===== config.mk =====
export PLATFORM = sky130hd
export DESIGN_NAME = tlul_host_adapter_flat
export DESIGN_NICKNAME = d
export VERILOG_FILES = /design/src/rtl/tlul_pkg.sv /design/src/rtl/tlul_if.sv /design/src/rtl/tlul_source_alloc.sv /design/src/rtl/tlul_host_adapter.sv /design/src/flat_wrapper.sv
export SDC_FILE = /design/constraint.sdc
export NUM_CORES = 1
export LEC_CHECK = 0
export ABC_AREA = 1
export CAP_MARGIN = 25
export CORE_UTILIZATION = 35
export CTS_CLUSTER_DIAMETER = 150
export CTS_CLUSTER_SIZE = 40
export DETAILED_ROUTE_END_ITERATION = 8
export PLACE_DENSITY = 0.76
export SLEW_MARGIN = 30
export SYNTH_ARGS = -nofsm -noshare
export SYNTH_HDL_FRONTEND = slang
export SYNTH_SLANG_ARGS = --single-unit

===== constraint.sdc =====
create_clock -name clk -period 1.3 [get_ports clk]
set_input_delay 0.13 -clock clk [delete_from_list [all_inputs] [get_ports clk]]
set_output_delay 0.13 -clock clk [all_outputs]
set_load 0.005 [all_outputs]

===== src/rtl/tlul_pkg.sv =====
// ============================================================================
// Module      : tlul_pkg
// Description : Shared TL-UL opcodes, field widths and A-opcode helper.
// Revision    : 1.0 - initial release
// ============================================================================
`default_nettype none

package tlul_pkg;

    localparam int TL_AW  = 32;
    localparam int TL_DW  = 32;
    localparam int TL_DBW = 4;
    localparam int TL_SZW = 2;
    localparam int TL_AIW = 8;
    localparam int TL_DIW = 8;

    typedef enum logic [2:0] {
        A_PUT_FULL    = 3'd0,
        A_PUT_PARTIAL = 3'd1,
        A_GET         = 3'd4
    } tl_a_op_e;

    typedef enum logic [2:0] {
        D_ACCESS_ACK      = 3'd0,
        D_ACCESS_ACK_DATA = 3'd1
    } tl_d_op_e;

    // A zero mask still goes out as a partial put so the responder sees no lanes.
    function automatic logic [2:0] a_opcode_for(input logic write, input logic [TL_DBW-1:0] mask);
        if (!write) begin
            return A_GET;
        end else if (mask == 4'hF) begin
            return A_PUT_FULL;
        end
        return A_PUT_PARTIAL;
    endfunction

endpackage

`default_nettype wire


===== src/rtl/tlul_if.sv =====
// ============================================================================
// Module      : TL_UL_4_32_2_8_8
// Description : 32-bit TL-UL link; outward = host end, inward = responder end.
// Revision    : 1.0 - initial release
// ============================================================================
`default_nettype none

interface TL_UL_4_32_2_8_8;
    import tlul_pkg::*;

    logic              a_valid;
    logic              a_ready;
    logic [2:0]        a_opcode;
    logic [2:0]        a_param;
    logic [TL_SZW-1:0] a_size;
    logic [TL_AIW-1:0] a_source;
    logic [TL_AW-1:0]  a_address;
    logic [TL_DBW-1:0] a_mask;
    logic [TL_DW-1:0]  a_data;
    logic              a_corrupt;

    logic              d_valid;
    logic              d_ready;
    logic [2:0]        d_opcode;
    logic [2:0]        d_param;
    logic [TL_SZW-1:0] d_size;
    logic [TL_AIW-1:0] d_source;
    logic [TL_DIW-1:0] d_sink;
    logic              d_denied;
    logic [TL_DW-1:0]  d_data;
    logic              d_corrupt;

    modport outward (
        output a_valid, a_opcode, a_param, a_size, a_source, a_address, a_mask, a_data, a_corrupt,
        input  a_ready,
        input  d_valid, d_opcode, d_param, d_size, d_source, d_sink, d_denied, d_data, d_corrupt,
        output d_ready
    );

    modport inward (
        input  a_valid, a_opcode, a_param, a_size, a_source, a_address, a_mask, a_data, a_corrupt,
        output a_ready,
        output d_valid, d_opcode, d_param, d_size, d_source, d_sink, d_denied, d_data, d_corrupt,
        input  d_ready
    );

endinterface

`default_nettype wire


===== src/rtl/tlul_source_alloc.sv =====
// ============================================================================
// Module      : tlul_source_alloc
// Description : Source-ID slot table: free bitmap, lowest-free encoder, write flags.
// Revision    : 1.0 - initial release
// ============================================================================
`default_nettype none

module tlul_source_alloc #(
    parameter int MAX_OUTSTANDING = 4,
    parameter int IDX_W           = 8
) (
    input  logic             clk,
    input  logic             rst_b,
    input  logic             alloc,
    input  logic             alloc_write,
    output logic [IDX_W-1:0] alloc_idx,
    output logic             any_free,
    output logic             any_busy,
    input  logic             dealloc,
    input  logic [IDX_W-1:0] dealloc_idx,
    input  logic [IDX_W-1:0] query_idx,
    output logic             query_busy,
    output logic             query_write
);

    logic [MAX_OUTSTANDING-1:0] r_free;
    logic [MAX_OUTSTANDING-1:0] r_write;

    always_comb begin
        alloc_idx = '0;
        for (int i = MAX_OUTSTANDING - 1; i >= 0; i--) begin
            if (r_free[i]) begin
                alloc_idx = IDX_W'(i);
            end
        end
    end

    assign any_free = |r_free;
    assign any_busy = ~&r_free;

    // Out-of-range IDs match no slot and therefore read back as free.
    always_comb begin
        query_busy  = 1'b0;
        query_write = 1'b0;
        for (int i = 0; i < MAX_OUTSTANDING; i++) begin
            if (query_idx == IDX_W'(i)) begin
                query_busy  = !r_free[i];
                query_write = r_write[i];
            end
        end
    end

    // Frees land in the register, so a released ID is offered one cycle later.
    always_ff @(posedge clk or negedge rst_b) begin
        if (!rst_b) begin
            r_free  <= '1;
            r_write <= '0;
        end else begin
            for (int i = 0; i < MAX_OUTSTANDING; i++) begin
                if (alloc && alloc_idx == IDX_W'(i)) begin
                    r_free[i]  <= 1'b0;
                    r_write[i] <= alloc_write;
                end else if (dealloc && dealloc_idx == IDX_W'(i)) begin
                    r_free[i] <= 1'b1;
                end
            end
        end
    end

endmodule

`default_nettype wire


===== src/rtl/tlul_host_adapter.sv =====
// ============================================================================
// Module      : tlul_host_adapter
// Description : Valid/ready command stream to TL-UL host; optional watchdog
//               enabled by TLUL_HOST_TIMEOUT_EN.
// Revision    : 1.0 - initial release
// ============================================================================
`default_nettype none

module tlul_host_adapter
    import tlul_pkg::*;
#(
    parameter int MAX_OUTSTANDING = 4,
    parameter int TIMEOUT_CYCLES  = 1024
) (
    input  logic                 clk,
    input  logic                 rst_b,
    input  logic                 req_valid,
    output logic                 req_ready,
    input  logic                 req_write,
    input  logic [TL_AW-1:0]     req_addr,
    input  logic [TL_DW-1:0]     req_wdata,
    input  logic [TL_DBW-1:0]    req_mask,
    output logic                 rsp_valid,
    input  logic                 rsp_ready,
    output logic [TL_DW-1:0]     rsp_rdata,
    output logic                 rsp_error,
    output logic                 rsp_write,
    output logic                 timeout,
    TL_UL_4_32_2_8_8.outward     bus
);

    logic              r_started;
    logic              r_a_valid;
    logic [2:0]        r_a_opcode;
    logic [TL_AIW-1:0] r_a_source;
    logic [TL_AW-1:0]  r_a_address;
    logic [TL_DBW-1:0] r_a_mask;
    logic [TL_DW-1:0]  r_a_data;
    logic              r_rsp_valid;
    logic [TL_DW-1:0]  r_rsp_rdata;
    logic              r_rsp_error;
    logic              r_rsp_write;

    logic              w_accept;
    logic              w_d_ready;
    logic              w_d_hs;
    logic [TL_AIW-1:0] w_alloc_idx;
    logic              w_any_free;
    logic              w_any_busy;
    logic              w_q_busy;
    logic              w_q_write;
    logic              w_is_data;
    logic              w_is_ack;
    logic              w_err;
    logic              w_unused_d;

    tlul_source_alloc #(
        .MAX_OUTSTANDING (MAX_OUTSTANDING),
        .IDX_W           (TL_AIW)
    ) u_alloc (
        .clk         (clk),
        .rst_b       (rst_b),
        .alloc       (w_accept),
        .alloc_write (req_write),
        .alloc_idx   (w_alloc_idx),
        .any_free    (w_any_free),
        .any_busy    (w_any_busy),
        .dealloc     (w_d_hs && w_q_busy),
        .dealloc_idx (bus.d_source),
        .query_idx   (bus.d_source),
        .query_busy  (w_q_busy),
        .query_write (w_q_write)
    );

    // Holds off the first cycle after reset release.
    always_ff @(posedge clk or negedge rst_b) begin
        if (!rst_b) begin
            r_started <= 1'b0;
        end else begin
            r_started <= 1'b1;
        end
    end

    assign req_ready = r_started && (!r_a_valid || bus.a_ready) && w_any_free;
    assign w_accept  = req_valid && req_ready;

    always_ff @(posedge clk or negedge rst_b) begin
        if (!rst_b) begin
            r_a_valid   <= 1'b0;
            r_a_opcode  <= '0;
            r_a_source  <= '0;
            r_a_address <= '0;
            r_a_mask    <= '0;
            r_a_data    <= '0;
        end else if (w_accept) begin
            r_a_valid   <= 1'b1;
            r_a_opcode  <= a_opcode_for(req_write, req_mask);
            r_a_source  <= w_alloc_idx;
            r_a_address <= {req_addr[TL_AW-1:2], 2'b00};
            r_a_mask    <= req_write ? req_mask : 4'hF;
            r_a_data    <= req_write ? req_wdata : '0;
        end else if (bus.a_ready) begin
            r_a_valid   <= 1'b0;
        end
    end

    assign bus.a_valid   = r_a_valid;
    assign bus.a_opcode  = r_a_opcode;
    assign bus.a_param   = 3'd0;
    assign bus.a_size    = r_a_valid ? TL_SZW'(2) : '0;
    assign bus.a_source  = r_a_source;
    assign bus.a_address = r_a_address;
    assign bus.a_mask    = r_a_mask;
    assign bus.a_data    = r_a_data;
    assign bus.a_corrupt = 1'b0;

    assign w_d_ready   = !r_rsp_valid || rsp_ready;
    assign bus.d_ready = w_d_ready;
    assign w_d_hs      = bus.d_valid && w_d_ready;

    assign w_is_data = (bus.d_opcode == D_ACCESS_ACK_DATA);
    assign w_is_ack  = (bus.d_opcode == D_ACCESS_ACK);
    assign w_err     = bus.d_denied
                     | (w_is_data && bus.d_corrupt)
                     | !w_q_busy
                     | (w_q_busy && w_q_write && w_is_data)
                     | (w_q_busy && !w_q_write && w_is_ack);

    always_ff @(posedge clk or negedge rst_b) begin
        if (!rst_b) begin
            r_rsp_valid <= 1'b0;
            r_rsp_rdata <= '0;
            r_rsp_error <= 1'b0;
            r_rsp_write <= 1'b0;
        end else if (w_d_hs) begin
            r_rsp_valid <= 1'b1;
            r_rsp_rdata <= w_is_data ? bus.d_data : '0;
            r_rsp_error <= w_err;
            r_rsp_write <= w_q_write;
        end else if (rsp_ready) begin
            r_rsp_valid <= 1'b0;
        end
    end

    assign rsp_valid = r_rsp_valid;
    assign rsp_rdata = r_rsp_rdata;
    assign rsp_error = r_rsp_error;
    assign rsp_write = r_rsp_write;

    assign w_unused_d = ^{bus.d_param, bus.d_size, bus.d_sink, req_addr[1:0]};

`ifdef TLUL_HOST_TIMEOUT_EN
    localparam int CNT_W = $clog2(TIMEOUT_CYCLES + 1);

    logic [CNT_W-1:0] r_wd_cnt;
    logic             r_timeout;

    // Saturates at the limit; the flag stays set until reset.
    always_ff @(posedge clk or negedge rst_b) begin
        if (!rst_b) begin
            r_wd_cnt  <= '0;
            r_timeout <= 1'b0;
        end else if (w_d_hs || !w_any_busy) begin
            r_wd_cnt  <= '0;
        end else begin
            if (r_wd_cnt != CNT_W'(TIMEOUT_CYCLES)) begin
                r_wd_cnt <= r_wd_cnt + CNT_W'(1);
            end
            if (r_wd_cnt == CNT_W'(TIMEOUT_CYCLES - 1)) begin
                r_timeout <= 1'b1;
            end
        end
    end

    assign timeout = r_timeout;
`else
    localparam int UNUSED_TIMEOUT_CYCLES = TIMEOUT_CYCLES;
    logic w_unused_busy;
    assign w_unused_busy = w_any_busy;
    assign timeout       = 1'b0;
`endif

endmodule

`default_nettype wire

===== src/flat_wrapper.sv =====
// flat-port wrapper written by rule: the top's interface ports become plain ports
module tlul_host_adapter_flat import tlul_pkg::*;
#(
    parameter int MAX_OUTSTANDING = 4,
    parameter int TIMEOUT_CYCLES  = 1024
)
  (clk, rst_b, req_valid, req_ready, req_write, req_addr, req_wdata, req_mask, rsp_valid, rsp_ready, rsp_rdata, rsp_error, rsp_write, timeout, bus_a_valid, bus_a_opcode, bus_a_param, bus_a_size, bus_a_source, bus_a_address, bus_a_mask, bus_a_data, bus_a_corrupt, bus_a_ready, bus_d_valid, bus_d_opcode, bus_d_param, bus_d_size, bus_d_source, bus_d_sink, bus_d_denied, bus_d_data, bus_d_corrupt, bus_d_ready);
  TL_UL_4_32_2_8_8 bus_i ();
  input  logic clk;
  input  logic rst_b;
  input  logic req_valid;
  output logic req_ready;
  input  logic req_write;
  input  logic [TL_AW-1:0] req_addr;
  input  logic [TL_DW-1:0] req_wdata;
  input  logic [TL_DBW-1:0] req_mask;
  output logic rsp_valid;
  input  logic rsp_ready;
  output logic [TL_DW-1:0] rsp_rdata;
  output logic rsp_error;
  output logic rsp_write;
  output logic timeout;
  output wire logic [$bits(bus_i.a_valid)-1:0] bus_a_valid;
  output wire logic [$bits(bus_i.a_opcode)-1:0] bus_a_opcode;
  output wire logic [$bits(bus_i.a_param)-1:0] bus_a_param;
  output wire logic [$bits(bus_i.a_size)-1:0] bus_a_size;
  output wire logic [$bits(bus_i.a_source)-1:0] bus_a_source;
  output wire logic [$bits(bus_i.a_address)-1:0] bus_a_address;
  output wire logic [$bits(bus_i.a_mask)-1:0] bus_a_mask;
  output wire logic [$bits(bus_i.a_data)-1:0] bus_a_data;
  output wire logic [$bits(bus_i.a_corrupt)-1:0] bus_a_corrupt;
  input wire logic [$bits(bus_i.a_ready)-1:0] bus_a_ready;
  input wire logic [$bits(bus_i.d_valid)-1:0] bus_d_valid;
  input wire logic [$bits(bus_i.d_opcode)-1:0] bus_d_opcode;
  input wire logic [$bits(bus_i.d_param)-1:0] bus_d_param;
  input wire logic [$bits(bus_i.d_size)-1:0] bus_d_size;
  input wire logic [$bits(bus_i.d_source)-1:0] bus_d_source;
  input wire logic [$bits(bus_i.d_sink)-1:0] bus_d_sink;
  input wire logic [$bits(bus_i.d_denied)-1:0] bus_d_denied;
  input wire logic [$bits(bus_i.d_data)-1:0] bus_d_data;
  input wire logic [$bits(bus_i.d_corrupt)-1:0] bus_d_corrupt;
  output wire logic [$bits(bus_i.d_ready)-1:0] bus_d_ready;
  assign bus_a_valid = bus_i.a_valid;
  assign bus_a_opcode = bus_i.a_opcode;
  assign bus_a_param = bus_i.a_param;
  assign bus_a_size = bus_i.a_size;
  assign bus_a_source = bus_i.a_source;
  assign bus_a_address = bus_i.a_address;
  assign bus_a_mask = bus_i.a_mask;
  assign bus_a_data = bus_i.a_data;
  assign bus_a_corrupt = bus_i.a_corrupt;
  assign bus_i.a_ready = bus_a_ready;
  assign bus_i.d_valid = bus_d_valid;
  assign bus_i.d_opcode = bus_d_opcode;
  assign bus_i.d_param = bus_d_param;
  assign bus_i.d_size = bus_d_size;
  assign bus_i.d_source = bus_d_source;
  assign bus_i.d_sink = bus_d_sink;
  assign bus_i.d_denied = bus_d_denied;
  assign bus_i.d_data = bus_d_data;
  assign bus_i.d_corrupt = bus_d_corrupt;
  assign bus_d_ready = bus_i.d_ready;
  tlul_host_adapter #(.MAX_OUTSTANDING(MAX_OUTSTANDING), .TIMEOUT_CYCLES(TIMEOUT_CYCLES)) u_core (.clk(clk), .rst_b(rst_b), .req_valid(req_valid), .req_ready(req_ready), .req_write(req_write), .req_addr(req_addr), .req_wdata(req_wdata), .req_mask(req_mask), .rsp_valid(rsp_valid), .rsp_ready(rsp_ready), .rsp_rdata(rsp_rdata), .rsp_error(rsp_error), .rsp_write(rsp_write), .timeout(timeout), .bus(bus_i));
endmodule

# Yosys cells after proc, flatten, opt, wreduce, memory -nomap -nowiden
# Index checks and enable logic that the tools add are counted.
[classes] n_eq_ne=8 muxes=34 bitwise_logic=4 n_reduce_logical=38
[ops] op="2-to-1 mux 32 bit" n=2
[ops] op="== test 8 x 2 -> 1 bit, second input constant" n=4
[ops] op="2-to-1 mux 1 bit" n=23
[ops] op="logical AND 1 bit" n=18
[ops] op="== test 8 x 1 -> 1 bit, second input constant" n=2
[ops] op="zero test 8 bit" n=2
[ops] op="2-to-1 mux 8 bit" n=2
[ops] op="nonzero test 2 bit" n=6
[ops] op="2-to-1 mux 3 bit" n=3
[ops] op="zero test 1 bit" n=8
[ops] op="2-to-1 mux 2 bit" n=3
[ops] op="== test 4 bit, second input constant" n=1
[ops] op="2-to-1 mux 4 bit" n=1
[ops] op="bitwise OR 1 bit" n=4
[ops] op="OR reduction 4 bit" n=1
[ops] op="== test 3 x 1 -> 1 bit, second input constant" n=1
[ops] op="zero test 3 bit" n=1
[ops] op="logical OR 1 bit" n=2
[totals] ff_bits=122 in_bits=133 out_inout_bits=124 wordCells=103

# Logic depth before layout (Yosys ltp)
# Gate-level depths: netlist (run 1).
[logic_depth] word_depth=9 depth_mapped=11 depth_no_buf=11

# Hierarchy
# A second synthesis (run 1) with hierarchy kept.
[unflattened] hier_cells=611 area_unflattened_um2=5232.5
[modules_own_cells] module="tlul_host_adapter" instances=1 cells_per_inst=515 area_per_inst_um2=4585.6
[modules_own_cells] module="tlul_source_alloc" instances=1 cells_per_inst=96 area_per_inst_um2=646.9

# Worst setup path before layout (run 1)
# Ideal clock, no wire load.
[synth_timing] path_type="register to register" from="register u_core.u_alloc.r_free[1]" to="register u_core.r_a_opcode[0], in the netlist u_core.bus.a_opcode[0]" setup_ns=0.124 t_arrival_ns=1.290 required_time_ns=1.176 setup_slack_ns=-0.113 path_stages_with_launch=11 period_less_slack_ns=1.413 cell_sequence="dfstp_2 > inv_1 > nand3_1 > nand2_1 > inv_2 > nand2_4 > inv_2 > buf_6 > o21ai_0 > a21oi_1 > a21oi_1"
[synth_via] elab_chain_cells=3
[synth_rtl] item="from (decl)" line="tlul_source_alloc.sv:26" source="logic [MAX_OUTSTANDING-1:0] r_free;"
[synth_rtl] item="from (signal assigned)" line="tlul_source_alloc.sv:56" source="r_free <= '1;"
[synth_rtl] item="from (signal, indexed assignment)" line="tlul_source_alloc.sv:61" source="r_free[i] <= 1'b0;"
[synth_rtl] item="from (signal, indexed assignment)" line="tlul_source_alloc.sv:64" source="r_free[i] <= 1'b1;"
[synth_rtl] item="OR reduction 4 bit" line="tlul_source_alloc.sv:38" source="assign any_free = |r_free;"
[synth_rtl] item="logical AND 1 bit" line="tlul_host_adapter.sv:84" source="assign req_ready = r_started && (!r_a_valid || bus.a_ready) && w_any_free;"
[synth_rtl] item="via req_ready" line="flat_wrapper.sv:12" source="output logic req_ready;"
[synth_rtl] item="logical AND 1 bit" line="tlul_host_adapter.sv:85" source="assign w_accept = req_valid && req_ready;"
[synth_rtl] item="to (signal assigned)" line="tlul_host_adapter.sv:97" source="r_a_opcode <= a_opcode_for(req_write, req_mask);"
[synth_rtl] item="to (decl)" line="tlul_host_adapter.sv:34" source="logic [2:0] r_a_opcode;"
# The timed path passes the listed nets, and every way through them passes these cells.
# A chain may end at the register's enable or synchronous reset.

# Worst setup path in the final report (run 1)
[layout_timing] from="register u_core.u_alloc.r_free[0]" to="output req_ready"
[layout_via] elab_chain_cells=2
[layout_rtl] item="OR reduction 4 bit" line="tlul_source_alloc.sv:38"
[layout_rtl] item="logical AND 1 bit" line="tlul_host_adapter.sv:84"
[layout_rtl] item="to (decl)" line="flat_wrapper.sv:12"
# No other way between the ends.

==> results of run 1 <==
-- sequential cells by signal (all words and copies together), names as in the netlist --
name                    flops
u_core.bus.a_data          32
u_core.rsp_rdata           32
u_core.bus.a_address       30
u_core.bus.a_mask           4
u_core.u_alloc.r_free       4
u_core.u_alloc.r_write      4
u_core.bus.a_opcode         2
u_core.bus.a_source         2
u_core.bus.a_valid          1
u_core.r_started            1
u_core.rsp_error            1
u_core.rsp_valid            1
u_core.rsp_write            1
-- where the power goes --
group | internal, W | leakage [nW] | switching [W]
clock network | 0.00379 | 0.333 | 0.00158
logic | 0.00233 | 2.49 | 0.00171
registers | 0.00462 | 1.46 | 0.000545
total | 0.0107 | 4.28 | 0.00383
-- worst max path at each step --
stage,from,to,slack (ns)
finish,u_core.u_alloc.r_free[0],req_ready,-0.24
global route,u_core.u_alloc.r_free[2],u_core.u_alloc.r_write[3],-0.30
CTS,u_core.u_alloc.r_free[0],u_core.u_alloc.r_write[1],-0.20
detailed placement,bus_a_ready,u_core.u_alloc.r_write[3],-0.36
global placement,bus_a_ready,u_core.u_alloc.r_write[1],-0.27
floorplan,u_core.u_alloc.r_free[0],u_core.u_alloc.r_write[2],-0.07
-- critical path, stage by stage, from the launching register on --
cell,delay [ns]
dfstp_2,0.54
inv_2,0.04
nand3_2,0.06
nand2_1,0.06
inv_2,0.10
buf_4,0.12
buf_6,0.08
-- layer usage --
metal	wire (µm)	vias up	GRT usage [%]
li1	-	2108	-
met1	5560	2131	23.3
met2	7230	215	35.5
met3	1320	19	8.25
met4	243	0	9.13
met5	0	-	0
-- synthesized netlist by cell type (all sizes together) --
master  count  area, µm²
nand2     181        699
dfrtp     111       2780
nand3      44        230
a22o       32        280
buf        30        204
nor2       23        124
inv        19       71.3
clkbuf      9       33.8
a21oi       8       40.0
dfstp       4        105
o21ai       4       20.0
nand4       3       18.8
nor3        3       20.0
o21a        3       22.5
o22a        3       26.3
conb        2       7.51
or2         2       12.5
a22oi       1       7.51
a31oi       1       6.26
clkinv      1       3.75
nor3b       1       12.5
-- stage by stage --
stage	area (µm²)	setup TNS, ns
detailed placement	7450	-21.23
CTS	8160	-10.05
global placement	7450	-19.17
finish	8290	-10.09
global route	8290	-16.16
floorplan	4820	-2.55
-- kinds of logic after synthesis --
group | count (synthesis) | synth area share, %
and+or+nand+nor | 257 | 23.7
DFF | 115 | 61.0
buffers and inverters | 59 | 6.62
AOI/OAI and AO/OA | 52 | 8.53
other | 2 | 0.159
-- final cells by class --
type                            instances  share of cell area [%]
Clock buffer                           23                    5.89
Multi-Input combinational cell        325                    20.4
Timing Repair Buffer                  284                    32.8
Inverter                               20                    1.03
Clock inverter                          9                    2.38
Tap cell                              176                    2.66
Sequential cell                       115                    34.8
-- repair_timing --
item	4_1_cts	5_1_grt
hold buffers	1	0
cloned	0	1
hold endpoints to repair	102	0
buffers inserted	11	4
endpoints found under the setup margin	188	91
resized for setup	132	25
pin swaps	2	3
==> metrics.md, run 1 <==
| Metric | Value |
|---|---|
| Fraction of layout cells with a size suffix above 1 | around 18% |
| Crit Path Class | reg -> out |
| Starting Density | 35.8% |
| Worst EP required | around 1.2 ns |
| Worst setup SP type | register |
| Yosys reg bits | 115 |
| Gpl congestion | 0.859 |
| Leakage | around 4.3 nW |
| Largest fanout on the critical path | 2 |
| Port Buffers | about 230 |
| Slew Limit Fails | 0 |
| Cells on worst reg2reg path | 11 |
| Core area | roughly 0.013 mm² |
| Fillers | between 1000 and 1500 |
| R2R Setup Slk | -0.20 ns |
| Nets | between 800 and 900 |
| First-pass detailed-route iteration total | 5 |
| Avg WL per Cell | 15.1 µm |
| Chip width | between 100 and 150 µm |
| Total grt overflow | 0 |
| Util after Layout | between 60% and 70% |
| Worst-path clk slew | roughly 0.050 ns |
| Worst Hold Class | in -> async |
| Fin crit share | 118% |
| Post-Syn Area | about 0.0047 mm² |
| Antenna diodes | 0 |
| Clk sinks | ~120 |
| CTS tree | done |
| GRT Total Usage | 21.0% |
| Worst IR Drop VDD | between 0.7 and 0.8 mV |
| First-pass GRT wire length | 22800 µm |
| RSZ-0062 raised after global routing | true |
| Post-synthesis cell type count | 31 |
| Final hold vios | 0 |
| R2R Path End | u_core.u_alloc.r_write[3] |
| Initial antenna violation count | 0 |
| Largest net degree at the start of global routing | 45 |
| Detail Route Antenna Nets | 0 |
| Crit path setup slack, layout | -0.235 ns |
| Max cap viols | 0 |
| Multi-input gate area | approximately 0.0017 mm² |
| Avg Cell Area, Syn | slightly below 10 µm² |
| H-tree levels | 4 |
| Storage cell area | about 0.0029 mm² |
| Final hold slack | around 0.20 ns |
| Failing checks | negative setup slack |
| I/O pin total | between 200 and 300 |
| Status | finished with violations |
| Clk Tree Root Cell | clkbuf_16 |
| Total Routed Length | ~14000 µm |
| Area grow syn2layout | 75.5% |
| Row count | 42 |
| Count of final setup violators | 76 |
| Fin cells | 952 |
| Synth warnings | 0 |
| Die ar. | roughly 0.014 mm² |
| Crit path DAT | roughly 1.4 ns |
| Post-Place Cells | 903 |
| FMAX | between 600 and 700 MHz |
| Most common cell after layout, fill and taps aside | nand2_1 |
| DRC viols | 0 |
| Pre-CTS setup slack | -0.361 ns |
| Cts bufs inserted | 17 |
| DR vias/cell | between 4 and 5 |
| Vias in the first global route | between 4000 and 5000 |
| R2R Path Start | u_core.u_alloc.r_free[0] |
| Sequential-to-total area share from yosys stat | about three fifths |
| Max clock buf depth | 2 |
| First DRT Iteration DRCs | between 150 and 200 |
| DP Wirelength | approximately 10000 µm |
| Pwr Total | about 0.015 W |
| Setup crit end kind | output port |
| Clock latency on the worst-skew pair | ~0.41 ns |
| Via count | around 4500 |
| Clock skew | roughly 0.0087 ns |
| Most frequent cells in the layout | nand2_1, clkdlybuf4s50_1, dfrtp_1, dlygate4sd2_1 |
| Die height | about 120 µm |
| Power density over cell area | roughly 1800 mW/mm² |
| Cells after Synth | 485 |
| Min cycle time layout | 1.54 ns |
Power figures use the tool's default switching activity.
==> run 2, diff against run 1 <==
--- a/config.mk
+++ b/config.mk
@@ -8,7 +8,7 @@
 export ABC_AREA = 1
 export CAP_MARGIN = 25
 export CORE_UTILIZATION = 35
-export CTS_CLUSTER_DIAMETER = 150
+export CTS_CLUSTER_DIAMETER = 120
 export CTS_CLUSTER_SIZE = 40
 export DETAILED_ROUTE_END_ITERATION = 8
 export PLACE_DENSITY = 0.76
==> results of run 2 <==
No change in the layout: final DEF, timing and power equal those of run 1.
